===== config.mk =====
export PLATFORM = sky130hd
export DESIGN_NAME = mem_access_unit_flat
export DESIGN_NICKNAME = d
export VERILOG_FILES = /design/src/rtl/mem_access_unit_pkg.sv /design/src/rtl/mem_access_unit_if.sv /design/src/rtl/mem_align.sv /design/src/rtl/mem_access_unit.sv /design/src/flat_wrapper.sv
export SDC_FILE = /design/constraint.sdc
export NUM_CORES = 1
export LEC_CHECK = 0
export BUFFER_PORTS_ARGS = -buffer_cell sky130_fd_sc_hd__buf_2
export CAP_MARGIN = 20
export CORE_MARGIN = 3
export CORE_UTILIZATION = 36
export CTS_BUF_LIST = sky130_fd_sc_hd__clkbuf_4
export CTS_CLUSTER_SIZE = 16
export DETAILED_ROUTE_END_ITERATION = 12
export PLACE_DENSITY_LB_ADDON = 0.2
export SLEW_MARGIN = 10
export SYNTH_ARGS = -nofsm -noshare
export SYNTH_HDL_FRONTEND = slang
export SYNTH_SLANG_ARGS = --single-unit

===== constraint.sdc =====
create_clock -name clk -period 2.2 [get_ports clk]
set_input_delay 0 -clock clk [delete_from_list [all_inputs] [get_ports clk]]
set_output_delay 0 -clock clk [all_outputs]
set_load 0.02 [all_outputs]

===== src/rtl/mem_access_unit_pkg.sv =====
// Shared types for the memory-stage load/store engine: access sizes, FSM
// states, data-bus request/response records and the alignment helper.
package mem_access_unit_pkg;

    localparam int unsigned MAU_ADDR_W = 64;
    localparam int unsigned MAU_DATA_W = 64;
    localparam int unsigned MAU_STRB_W = MAU_DATA_W / 8;

    typedef enum logic [1:0] {
        MSIZE1 = 2'd0,
        MSIZE2 = 2'd1,
        MSIZE4 = 2'd2,
        MSIZE8 = 2'd3
    } msize_t;

    typedef enum logic [1:0] {
        IDLE      = 2'd0,
        WAIT_ADDR = 2'd1,
        WAIT_DATA = 2'd2,
        DONE      = 2'd3
    } mau_state_t;

    typedef struct packed {
        logic                  valid;
        logic [MAU_ADDR_W-1:0] addr;
        msize_t                size;
        logic [MAU_STRB_W-1:0] strobe;
        logic [MAU_DATA_W-1:0] data;
    } dbus_req_t;

    typedef struct packed {
        logic                  addr_ok;
        logic                  data_ok;
        logic [MAU_DATA_W-1:0] data;
    } dbus_resp_t;

    // True when the byte offset is not a multiple of the access size.
    function automatic logic mau_misaligned(input logic [2:0] off, input msize_t size);
        logic r;
        case (size)
            MSIZE1:  r = 1'b0;
            MSIZE2:  r = off[0];
            MSIZE4:  r = |off[1:0];
            default: r = |off;
        endcase
        return r;
    endfunction

endpackage


===== src/rtl/mem_access_unit_if.sv =====
// Data-bus connection between the load/store engine (master) and memory (slave).
interface mem_access_unit_if;
    import mem_access_unit_pkg::*;

    dbus_req_t  dreq;
    dbus_resp_t dresp;

    modport master (output dreq, input dresp);
    modport slave  (input dreq, output dresp);

endinterface


===== src/rtl/mem_align.sv =====
// Byte-lane alignment for the load/store engine: store strobes and lane-shifted
// store data, plus load extraction with sign/zero extension.
module mem_align
    import mem_access_unit_pkg::*;
(
    input  logic [2:0]  i_off,
    input  msize_t      i_size,
    input  logic        i_unsigned,
    input  logic [63:0] i_wdata,
    input  logic [63:0] i_rdata,
    output logic [7:0]  o_strobe,
    output logic [63:0] o_wdata,
    output logic [63:0] o_rdata
);

    logic [5:0]  w_shamt;
    logic [63:0] w_raw;

    assign w_shamt = {i_off, 3'b000};
    assign w_raw   = i_rdata >> w_shamt;
    assign o_wdata = i_wdata << w_shamt;

    // Sub-dword strobes shifted past lane 7 are truncated to 8 bits.
    always_comb begin
        o_strobe = '0;
        case (i_size)
            MSIZE1:  o_strobe = 8'h01 << i_off;
            MSIZE2:  o_strobe = 8'h03 << i_off;
            MSIZE4:  o_strobe = 8'h0F << i_off;
            default: o_strobe = 8'hFF;
        endcase
    end

    always_comb begin
        o_rdata = '0;
        case (i_size)
            MSIZE1:  o_rdata = i_unsigned ? {56'd0, w_raw[7:0]}
                                          : {{56{w_raw[7]}}, w_raw[7:0]};
            MSIZE2:  o_rdata = i_unsigned ? {48'd0, w_raw[15:0]}
                                          : {{48{w_raw[15]}}, w_raw[15:0]};
            MSIZE4:  o_rdata = i_unsigned ? {32'd0, w_raw[31:0]}
                                          : {{32{w_raw[31]}}, w_raw[31:0]};
            default: o_rdata = w_raw;
        endcase
    end

endmodule


===== src/rtl/mem_access_unit.sv =====
// Memory-stage load/store engine: one dbus transaction per request, pipeline
// stall until completion. Optional misaligned-access trap: MAU_MISALIGN_TRAP_EN.
module mem_access_unit
    import mem_access_unit_pkg::*;
#(
    parameter int unsigned ADDR_W = 64,
    parameter int unsigned DATA_W = 64
)
(
    input  logic              clk,
    input  logic              reset,
    input  logic              req_valid,
    input  logic              req_write,
    input  logic [1:0]        req_size,
    input  logic              req_unsigned,
    input  logic [ADDR_W-1:0] req_addr,
    input  logic [DATA_W-1:0] req_wdata,
    input  logic              flush,
    output logic              stall,
    output logic              resp_valid,
    output logic [DATA_W-1:0] resp_data,
`ifdef MAU_MISALIGN_TRAP_EN
    output logic              misalign,
`endif
    mem_access_unit_if.master dbus
);

    mau_state_t        r_state;
    mau_state_t        w_next;
    logic [ADDR_W-1:0] r_addr;
    msize_t            r_size;
    logic              r_write;
    logic              r_unsigned;
    logic [DATA_W-1:0] r_wdata;
    logic              r_flush;
    logic [DATA_W-1:0] r_resp_data;
`ifdef MAU_MISALIGN_TRAP_EN
    logic              r_misalign;
    logic              w_misalign_req;
`endif

    logic              w_latch;
    logic              w_capture;
    logic              w_busy;
    logic [7:0]        w_strobe;
    logic [63:0]       w_wdata_al;
    logic [63:0]       w_load_data;

    mem_align u_align (
        .i_off      (r_addr[2:0]),
        .i_size     (r_size),
        .i_unsigned (r_unsigned),
        .i_wdata    (r_wdata),
        .i_rdata    (dbus.dresp.data),
        .o_strobe   (w_strobe),
        .o_wdata    (w_wdata_al),
        .o_rdata    (w_load_data)
    );

    assign w_busy = (r_state == WAIT_ADDR) || (r_state == WAIT_DATA);

`ifdef MAU_MISALIGN_TRAP_EN
    assign w_misalign_req = mau_misaligned(req_addr[2:0], msize_t'(req_size));
    assign misalign       = (r_state == DONE) && r_misalign;
`endif

    always_ff @(posedge clk) begin
        if (!reset) begin
            r_state     <= IDLE;
            r_addr      <= '0;
            r_size      <= MSIZE1;
            r_write     <= 1'b0;
            r_unsigned  <= 1'b0;
            r_wdata     <= '0;
            r_flush     <= 1'b0;
            r_resp_data <= '0;
`ifdef MAU_MISALIGN_TRAP_EN
            r_misalign  <= 1'b0;
`endif
        end else begin
            r_state <= w_next;
            if (w_latch) begin
                r_addr     <= req_addr;
                r_size     <= msize_t'(req_size);
                r_write    <= req_write;
                r_unsigned <= req_unsigned;
                r_wdata    <= req_wdata;
                r_flush    <= 1'b0;
`ifdef MAU_MISALIGN_TRAP_EN
                r_misalign <= w_misalign_req;
`endif
            end else if (w_busy) begin
                r_flush <= r_flush | flush;
            end
            if (w_capture) begin
                r_resp_data <= r_write ? '0 : w_load_data;
            end
        end
    end

    // data_ok alone completes the transfer, with or without a prior addr_ok.
    always_comb begin
        w_next    = r_state;
        w_latch   = 1'b0;
        w_capture = 1'b0;
        case (r_state)
            IDLE: begin
                if (req_valid && !flush) begin
                    w_latch = 1'b1;
`ifdef MAU_MISALIGN_TRAP_EN
                    w_next  = w_misalign_req ? DONE : WAIT_ADDR;
`else
                    w_next  = WAIT_ADDR;
`endif
                end
            end
            WAIT_ADDR: begin
                if (dbus.dresp.data_ok) begin
                    w_next    = DONE;
                    w_capture = 1'b1;
                end else if (dbus.dresp.addr_ok) begin
                    w_next = WAIT_DATA;
                end
            end
            WAIT_DATA: begin
                if (dbus.dresp.data_ok) begin
                    w_next    = DONE;
                    w_capture = 1'b1;
                end
            end
            default: w_next = IDLE;
        endcase
    end

    always_comb begin
        stall     = req_valid && (r_state != DONE) && !((r_state == IDLE) && flush);
`ifdef MAU_MISALIGN_TRAP_EN
        resp_valid = (r_state == DONE) && !r_flush && !r_misalign;
`else
        resp_valid = (r_state == DONE) && !r_flush;
`endif
        resp_data = r_resp_data;
        dbus.dreq = '0;
        if (w_busy) begin
            dbus.dreq.valid  = 1'b1;
            dbus.dreq.addr   = r_addr;
            dbus.dreq.size   = r_size;
            dbus.dreq.strobe = r_write ? w_strobe : '0;
            dbus.dreq.data   = r_write ? w_wdata_al : '0;
        end
    end

endmodule


===== src/flat_wrapper.sv =====
// flat-port wrapper written by rule: the top's interface ports become plain ports
module mem_access_unit_flat import mem_access_unit_pkg::*;
#(
    parameter int unsigned ADDR_W = 64,
    parameter int unsigned DATA_W = 64
)
  (clk, reset, req_valid, req_write, req_size, req_unsigned, req_addr, req_wdata, flush, stall, resp_valid, resp_data, dbus_dreq, dbus_dresp);
  mem_access_unit_if dbus_i ();
  input  logic clk;
  input  logic reset;
  input  logic req_valid;
  input  logic req_write;
  input  logic [1:0] req_size;
  input  logic req_unsigned;
  input  logic [ADDR_W-1:0] req_addr;
  input  logic [DATA_W-1:0] req_wdata;
  input  logic flush;
  output logic stall;
  output logic resp_valid;
  output logic [DATA_W-1:0] resp_data;
  output wire logic [$bits(dbus_i.dreq)-1:0] dbus_dreq;
  input wire logic [$bits(dbus_i.dresp)-1:0] dbus_dresp;
  assign dbus_dreq = dbus_i.dreq;
  assign dbus_i.dresp = dbus_dresp;
  mem_access_unit #(.ADDR_W(ADDR_W), .DATA_W(DATA_W)) u_core (.clk(clk), .reset(reset), .req_valid(req_valid), .req_write(req_write), .req_size(req_size), .req_unsigned(req_unsigned), .req_addr(req_addr), .req_wdata(req_wdata), .flush(flush), .stall(stall), .resp_valid(resp_valid), .resp_data(resp_data), .dbus(dbus_i));
endmodule

==> flow_metrics.py, run 1 <==
metrics = {
    "run_status": {
        "status": "finished with violations",
        "violations": "setup timing",
    },
    "clocking": {
        "htreeDepth": 4,
        "clkTransAtPathRegs_ns": 0.20,
        "cts_tree": "built",
        "numCtsBuffers": 17,
        "cts.sink_count": 199,
        "cts_buffer_depth": 2,
        "clock-root-buffer": "clkbuf_4",
        "clk_latency_ns": 0.66,
    },
    "sta": {
        "worstMarginPinSlew_ns": 0.571,
        "rsz0062_at_grt": "yes",
        "period_needed_ns": 2.33,
        "hold_slack_ns": 0.0182,
        "worst_slack_ns": -0.127,
        "finalSetupTns_ns": -3.02,
        "fmax_ghz": 0.430,
        "final-hold-violation-count": 0,
        "skew_ns": 0.0305,
        "post-route-period-util_pct": 106,
        "maxSlewViolCount": 0,
        "slew_headroom_pct": 61.7,
        "setup_viol_count_final": 61,
    },
    "global_routing": {
        "grt_max_degree": 98,
        "antenna_found_initial": 7,
        "overflow": 0,
        "grt.busiest_layer": "met2",
        "grt_usage_pct": 27.6,
        "grt_util_met3_pct": 6.09,
        "met1_usage_pct": 32.0,
        "grt_pass1_vias": 13600,
        "met2_usage_pct": 49.3,
        "grt_pass1_wl_mm": 77.0,
    },
    "pwr": {
        "ir_drop_mv": 0.468,
        "powerDensity_mw_per_mm2": 699,
        "power.leakage_uw": 0.00801,
    },
    "floorplanning": {
        "floorplan.initialDensity_pct": 37.2,
        "design.core.area_sq_mm": 0.0320,
        "num_rows": 65,
        "die_area_sq_mm": 0.0353,
        "die_w_um": 188,
        "ios": 407,
        "die_h_um": 188,
    },
    "synth": {
        "synth_cells": 1400,
        "ys.warnings.count": 0,
        "synth-seq-cells": 199,
        "seq_area_frac_synth_pct": 33.4,
        "synth_area_sq_mm": 0.0119,
        "synth_ff_type": "dfxtp_1",
        "avgSynthCellArea_sq_um": 8.51,
        "async_flop_share_pct": 0,
        "synth_edf_count": 0,
        "synth_cell_types": 49,
        "syn_nets": 1612,
    },
    "finish": {
        "layout-drive-gt1-share_pct": 37.5,
        "regArea_sq_mm": 0.00401,
        "multi_input_area_sq_mm": 0.00779,
        "fillers": 2931,
        "layout_common_cells": "nand2_1, buf_2, dlygate4sd3_1",
        "area_growth_pct": 62.1,
        "post-route-util_pct": 60.3,
        "finalNetCount": 2310,
        "layout_commonest_cell": "nand2_1",
    },
    "hold_path": {
        "min_path_type": "in2reg",
    },
    "placed_design": {
        "portBuffers": 406,
        "place_ws_ns": 0.0902,
        "dp.final_hpwl_mm": 34.0,
        "place_congestion": 0.990,
    },
    "route": {
        "via_per_inst": 5.38,
        "vias": 13700,
        "drcViolationCount": 0,
        "drtAntennaViolNets": 0,
        "dr.pass1.iters": 8,
        "routedWlPerCell_um": 21.1,
        "wirelength_mm": 53.9,
        "drt_iter0_markers": 1074,
    },
    "critical_path": {
        "critical_path_class": "reg2out",
        "worst-endpoint-arrival_ns": 2.33,
        "endpoint_kind": "output pin",
        "worstSetupStartpointType": "register",
        "critical_path_required_ns": 2.20,
        "cp_max_fo": 8,
    },
    "job": {
        "drv_cap": 0,
    },
}
[path summary, 6_finish.rpt]
kind,start,depth (start not counted),endpoint,slack [ns]
max,u_core.r_addr[0],7,dbus_dreq[62],-0.13
min,req_valid,6,u_core.r_size[0],0.02
max reg2reg,u_core.r_state[0],7,u_core.r_wdata[1],0
min reg2reg,u_core.r_addr[50],2,u_core.r_addr[50],0.46
[metrics by stage]
| stage | instance area (sq um) | cells | total power, uW |
|---|---|---|---|
| 6_report | 19300 | 2553 | 13500 |
| 5_1_grt | 19300 | 2553 | 14200 |
| 4_1_cts | 18400 | 2516 | 12500 |
| 3_5_place_dp | 14500 | 2170 | 9550 |
| 3_3_place_gp | 14500 | 2170 | 9500 |
| 2_1_floorplan | 11900 | 1400 | 7800 |
[registers in the layout (all words and copies together), names as in the netlist]
register and cells:
u_core.r_unsigned 1, u_core.r_state 2, u_core.r_flush 1, u_core.r_wdata 64, u_core.r_write 1, u_core.r_size 2, u_core.resp_data 64, u_core.r_addr 64
[what timing repair did]
action | 4_1_cts | 5_1_grt
setup buffers | 22 | 35
gates resized for setup | 143 | 164
hold buffers | 288 | 0
endpoints found under the hold margin | 198 | 0
cloned | 4 | 17
endpoints found under the setup margin | 139 | 243
pin swaps | 10 | 35
[where the power goes]
group          total [uW]  internal (uW)  switching (uW)
sequential           4580           4140             440
clock                2050            590            1460
combinational        6870           3100            3770
total               13500           7830            5670
[worst max-delay path, stage by stage, from the launching register on]
cell and delay (ns):
dfxtp_4 0.43, buf_12 0.15, buf_16 0.14, mux2i_2 0.17, a21oi_2 0.24, mux2i_1 0.12, nor2_1 0.23, buf_4 0.20
[kinds of logic after synthesis]
| group | share of synthesized area (%) |
|---|---|
| AND/OR/NAND/NOR | 20.5 |
| flip-flops | 33.4 |
| multiplexers | 18.8 |
| adder cells (fa/ha/maj) | 1.05 |
| buffers and inverters | 5.22 |
| AO/OA/AOI/OAI | 20.9 |
[final cells by class]
| type | instances | area share, % |
|---|---|---|
| clock buffer | 17 | 0.661 |
| inverter | 13 | 0.311 |
| sequential | 199 | 20.7 |
| multi-input combinational | 1067 | 40.4 |
| clock inverter | 15 | 0.745 |
| timing repair buffer | 800 | 34.3 |
| tap | 435 | 2.82 |
| antenna | 7 | 0.0907 |
[Yosys cell counts, drive strengths merged, types with 2 or more instances]
cell type	n	share of area, %
o31ai	19	1.9
nor2	65	2.0
nor3b	3	0.19
o21ai	73	3.5
a21boi	133	8.4
a2bb2oi	2	0.15
dfxtp	199	33
ha	10	1.1
a22o	8	0.59
nand2b	2	0.11
nand2	360	11
a21oi	42	1.8
buf	41	2.3
o22ai	4	0.21
nand3b	2	0.13
clkinv	2	0.063
a211oi	8	0.50
clkbuf	81	2.6
mux2	41	3.9
and3	8	0.42
mux4	53	10
a222oi	3	0.25
nand3	7	0.29
a221oi	9	0.66
a22oi	33	2.1
mux2i	58	4.9
nor2b	14	0.74
and2	93	4.9
nor3	5	0.29
inv	11	0.35
[routing by layer]
metal	up-vias	share of wire, %
met2	677	50
li1	6306	-
met1	6622	39
met5	-	0
met4	0	4.3
met3	140	7.0
Note: power is estimated with default switching activity, not from simulation.
==> inputs of run 2 (changes only) <==
- ABC_AREA: default -> 1
==> run 2 against run 1 <==
The run still ends with setup timing left. Count of clock-buffer cells in the layout stayed put. Via count is 8.9% higher. Sequential cell count stayed put. Synthesized cell count is 31% higher. Combinational power is 25% higher. Sequential power is 4% higher. Clock power hardly changed. Sequential share of layout area is 2.0 points higher. Wire length is 1.7% lower. Die area is 4.0% lower. Total power is 14% higher. Worst hold slack better by 0.028 ns. Critical path type unchanged. Critical endpoint is now dbus_dreq[52]. Largest cell class unchanged. Highest routed layer is now met5.
==> flow_metrics.py, run 2 <==
metrics = {
    "finish": {
        "layout_commonest_cell": "nand2_1",
        "layout-drive-gt1-share_pct": 26.9,
        "finalNetCount": 2588,
        "area_growth_pct": 53.8,
        "fillers": 2915,
        "design_area_sq_mm": 0.0176,
        "layout_common_cells": "nand2_1, buf_2, o21ai_0",
    },
    "synth": {
        "synth_edf_count": 0,
        "synth_top_area_share_pct": 34.9,
        "synth_most_common_cell": "nand2_1",
        "async_flop_share_pct": 0,
        "netlist_top_cells_count": "nand2_1, o21ai_0, nor2_1",
        "avgSynthCellArea_sq_um": 6.23,
        "synth_cell_types": 36,
        "synth_area_sq_mm": 0.0114,
        "synth_cells": 1834,
        "synth-seq-cells": 199,
        "yosysTopAreaCell": "dfxtp_1",
        "ys_top_cells_by_area": "dfxtp_1, nand2_1, o21ai_0, nor2_1, a21oi_1",
        "seq_area_frac_synth_pct": 34.9,
        "syn_nets": 2046,
        "ys.warnings.count": 0,
        "synth_ff_type": "dfxtp_1",
    },
    "sta": {
        "period_needed_ns": 2.34,
        "worst_slack_ns": -0.145,
        "fmax_ghz": 0.426,
        "post-route-period-util_pct": 107,
        "maxSlewViolCount": 0,
        "hold_slack_ns": 0.0463,
        "worstMarginPinSlew_ns": 0.702,
        "skew_ns": 0.0345,
        "final-hold-violation-count": 0,
        "slew_headroom_pct": 53.2,
        "rsz0062_at_grt": "yes",
        "setup_viol_count_final": 54,
    },
    "global_routing": {
        "grt_pass1_vias": 14000,
        "grt_usage_pct": 29.2,
        "grt_pass1_wl_mm": 78.1,
        "antenna_found_initial": 4,
        "overflow": 0,
        "grt_max_degree": 94,
    },
    "placed_design": {
        "place_congestion": 0.987,
        "portBuffers": 406,
        "dp.final_hpwl_mm": 35.5,
        "place_area_sq_mm": 0.0139,
    },
    "critical_path": {
        "critical_path_required_ns": 2.20,
        "reg2reg_depth": 8,
        "critical_path_class": "reg2out",
        "endpoint_kind": "output pin",
        "cp_max_fo": 16,
        "worst-endpoint-arrival_ns": 2.34,
        "worstSetupStartpointType": "register",
    },
    "route": {
        "via_per_inst": 5.37,
        "routedWlPerCell_um": 19.0,
        "dr.pass1.iters": 6,
        "drt_iter0_markers": 1456,
        "drtAntennaViolNets": 0,
        "vias": 15000,
        "drcViolationCount": 0,
        "wirelength_mm": 52.9,
    },
    "hold_path": {
        "holdPathStages": 7,
        "min_path_type": "in2reg",
    },
    "clocking": {
        "clkTransAtPathRegs_ns": 0.19,
        "clk_latency_ns": 0.64,
        "htreeDepth": 4,
        "cts.sink_count": 199,
        "clock-root-buffer": "clkbuf_4",
        "numCtsBuffers": 17,
        "cts_buffer_depth": 2,
        "cts_tree": "built",
    },
    "floorplanning": {
        "design.core.area_sq_mm": 0.0309,
        "die_w_um": 184,
        "num_rows": 64,
        "die_h_um": 184,
        "die_area_sq_mm": 0.0339,
        "floorplan.initialDensity_pct": 36.9,
        "ios": 407,
    },
    "run_status": {
        "violations": "setup timing",
        "status": "finished with violations",
    },
    "pwr": {
        "ir_drop_mv": 0.693,
        "power.leakage_uw": 0.00833,
        "powerDensity_mw_per_mm2": 876,
    },
    "job": {
        "drv_cap": 0,
    },
}
run 2: changes by cell type in the layout (fill, tap and decap cells not counted), moves of 60 or more:
cell           before  now
o21ai_0            50  227
inv_1               6  157
nor2_1             49  178
a21oi_1            36  150
a21boi_0          107   14
nand2_1           355  437
and2_1             79    0
dlygate4sd3_1     266  189
o21ai_1             3   63
run 2: kinds of logic (layout without fill, tap and decap cells):
family	after synthesis	after routing	synth area share, %
flops	199	199	34.9
compound gates	581	581	27.8
other cells	0	4	0
mux	1	1	0.0877
simple gates	723	723	24.8
buf+inv	320	875	11.3
fa+ha+maj	10	10	1.10
run 2: what timing repair did:
item                       CTS  global route
setup endpoints to repair  134           144
hold buffers               189             0
gates cloned                 8             8
buffers inserted             8             6
gates resized for setup    218           113
hold endpoints to repair   185             0
pin swaps                   12            17
run 2: metal layers:
layer / track usage, % / wire length, um / up-vias
li1: - / - / 7080
met1: 38.1 / 21800 / 6899
met5: 0 / 7 / -
met2: 46.3 / 23800 / 825
met3: 6.77 / 4900 / 158
met4: 12.7 / 2440 / 2
run 2: metrics by stage:
step                power, uW  worst slack [ns]  instances  TNS (ns)  utilization (%)
CTS                     14900            -0.115       2771     -3.78             54.8
detailed placement      11800             0.214       2534         0             44.8
finish                  15400            -0.145       2789     -2.39             56.8
floorplan                9350            0.0835       1834         0                -
global route            16400            -0.227       2788    -10.68             56.8
global placement        11800             0.285       2534         0             44.8
run 2: worst max-delay path, stage by stage (launching register included):
cell and delay, ns:
dfxtp_4 0.49, buf_12 0.19, nor2_4 0.06, buf_12 0.16
a22oi_1 0.45, o22ai_2 0.17, buf_6 0.17
run 2: layout make-up:
class / instances / area (sq um) / area share, %
timing repair inverter: 1 / 8.76 / 0.0499
sequential: 199 / 4000 / 22.8
inverter: 169 / 671 / 3.82
clock inverter: 15 / 155 / 0.884
timing repair buffer: 673 / 5350 / 30.4
antenna: 4 / 10.0 / 0.0570
tap: 396 / 495 / 2.82
clock buffer: 17 / 128 / 0.727
multi-input combinational: 1315 / 6750 / 38.4
run 2: worst paths after layout:
kind	slack [ns]	end	from
hold reg to reg	0.47	u_core.r_wdata[60]	u_core.r_wdata[60]
setup / recovery	-0.14	dbus_dreq[52]	u_core.r_addr[0]
hold / removal	0.05	u_core.resp_data[39]	dbus_dresp[47]
setup reg to reg	0.07	u_core.resp_data[23]	u_core.r_addr[2]
run 2: power breakdown:
part           internal [uW]  switching [uW]  total [uW]
registers               4340             421        4760
logic                   3070            5490        8560
clock network            609            1460        2070
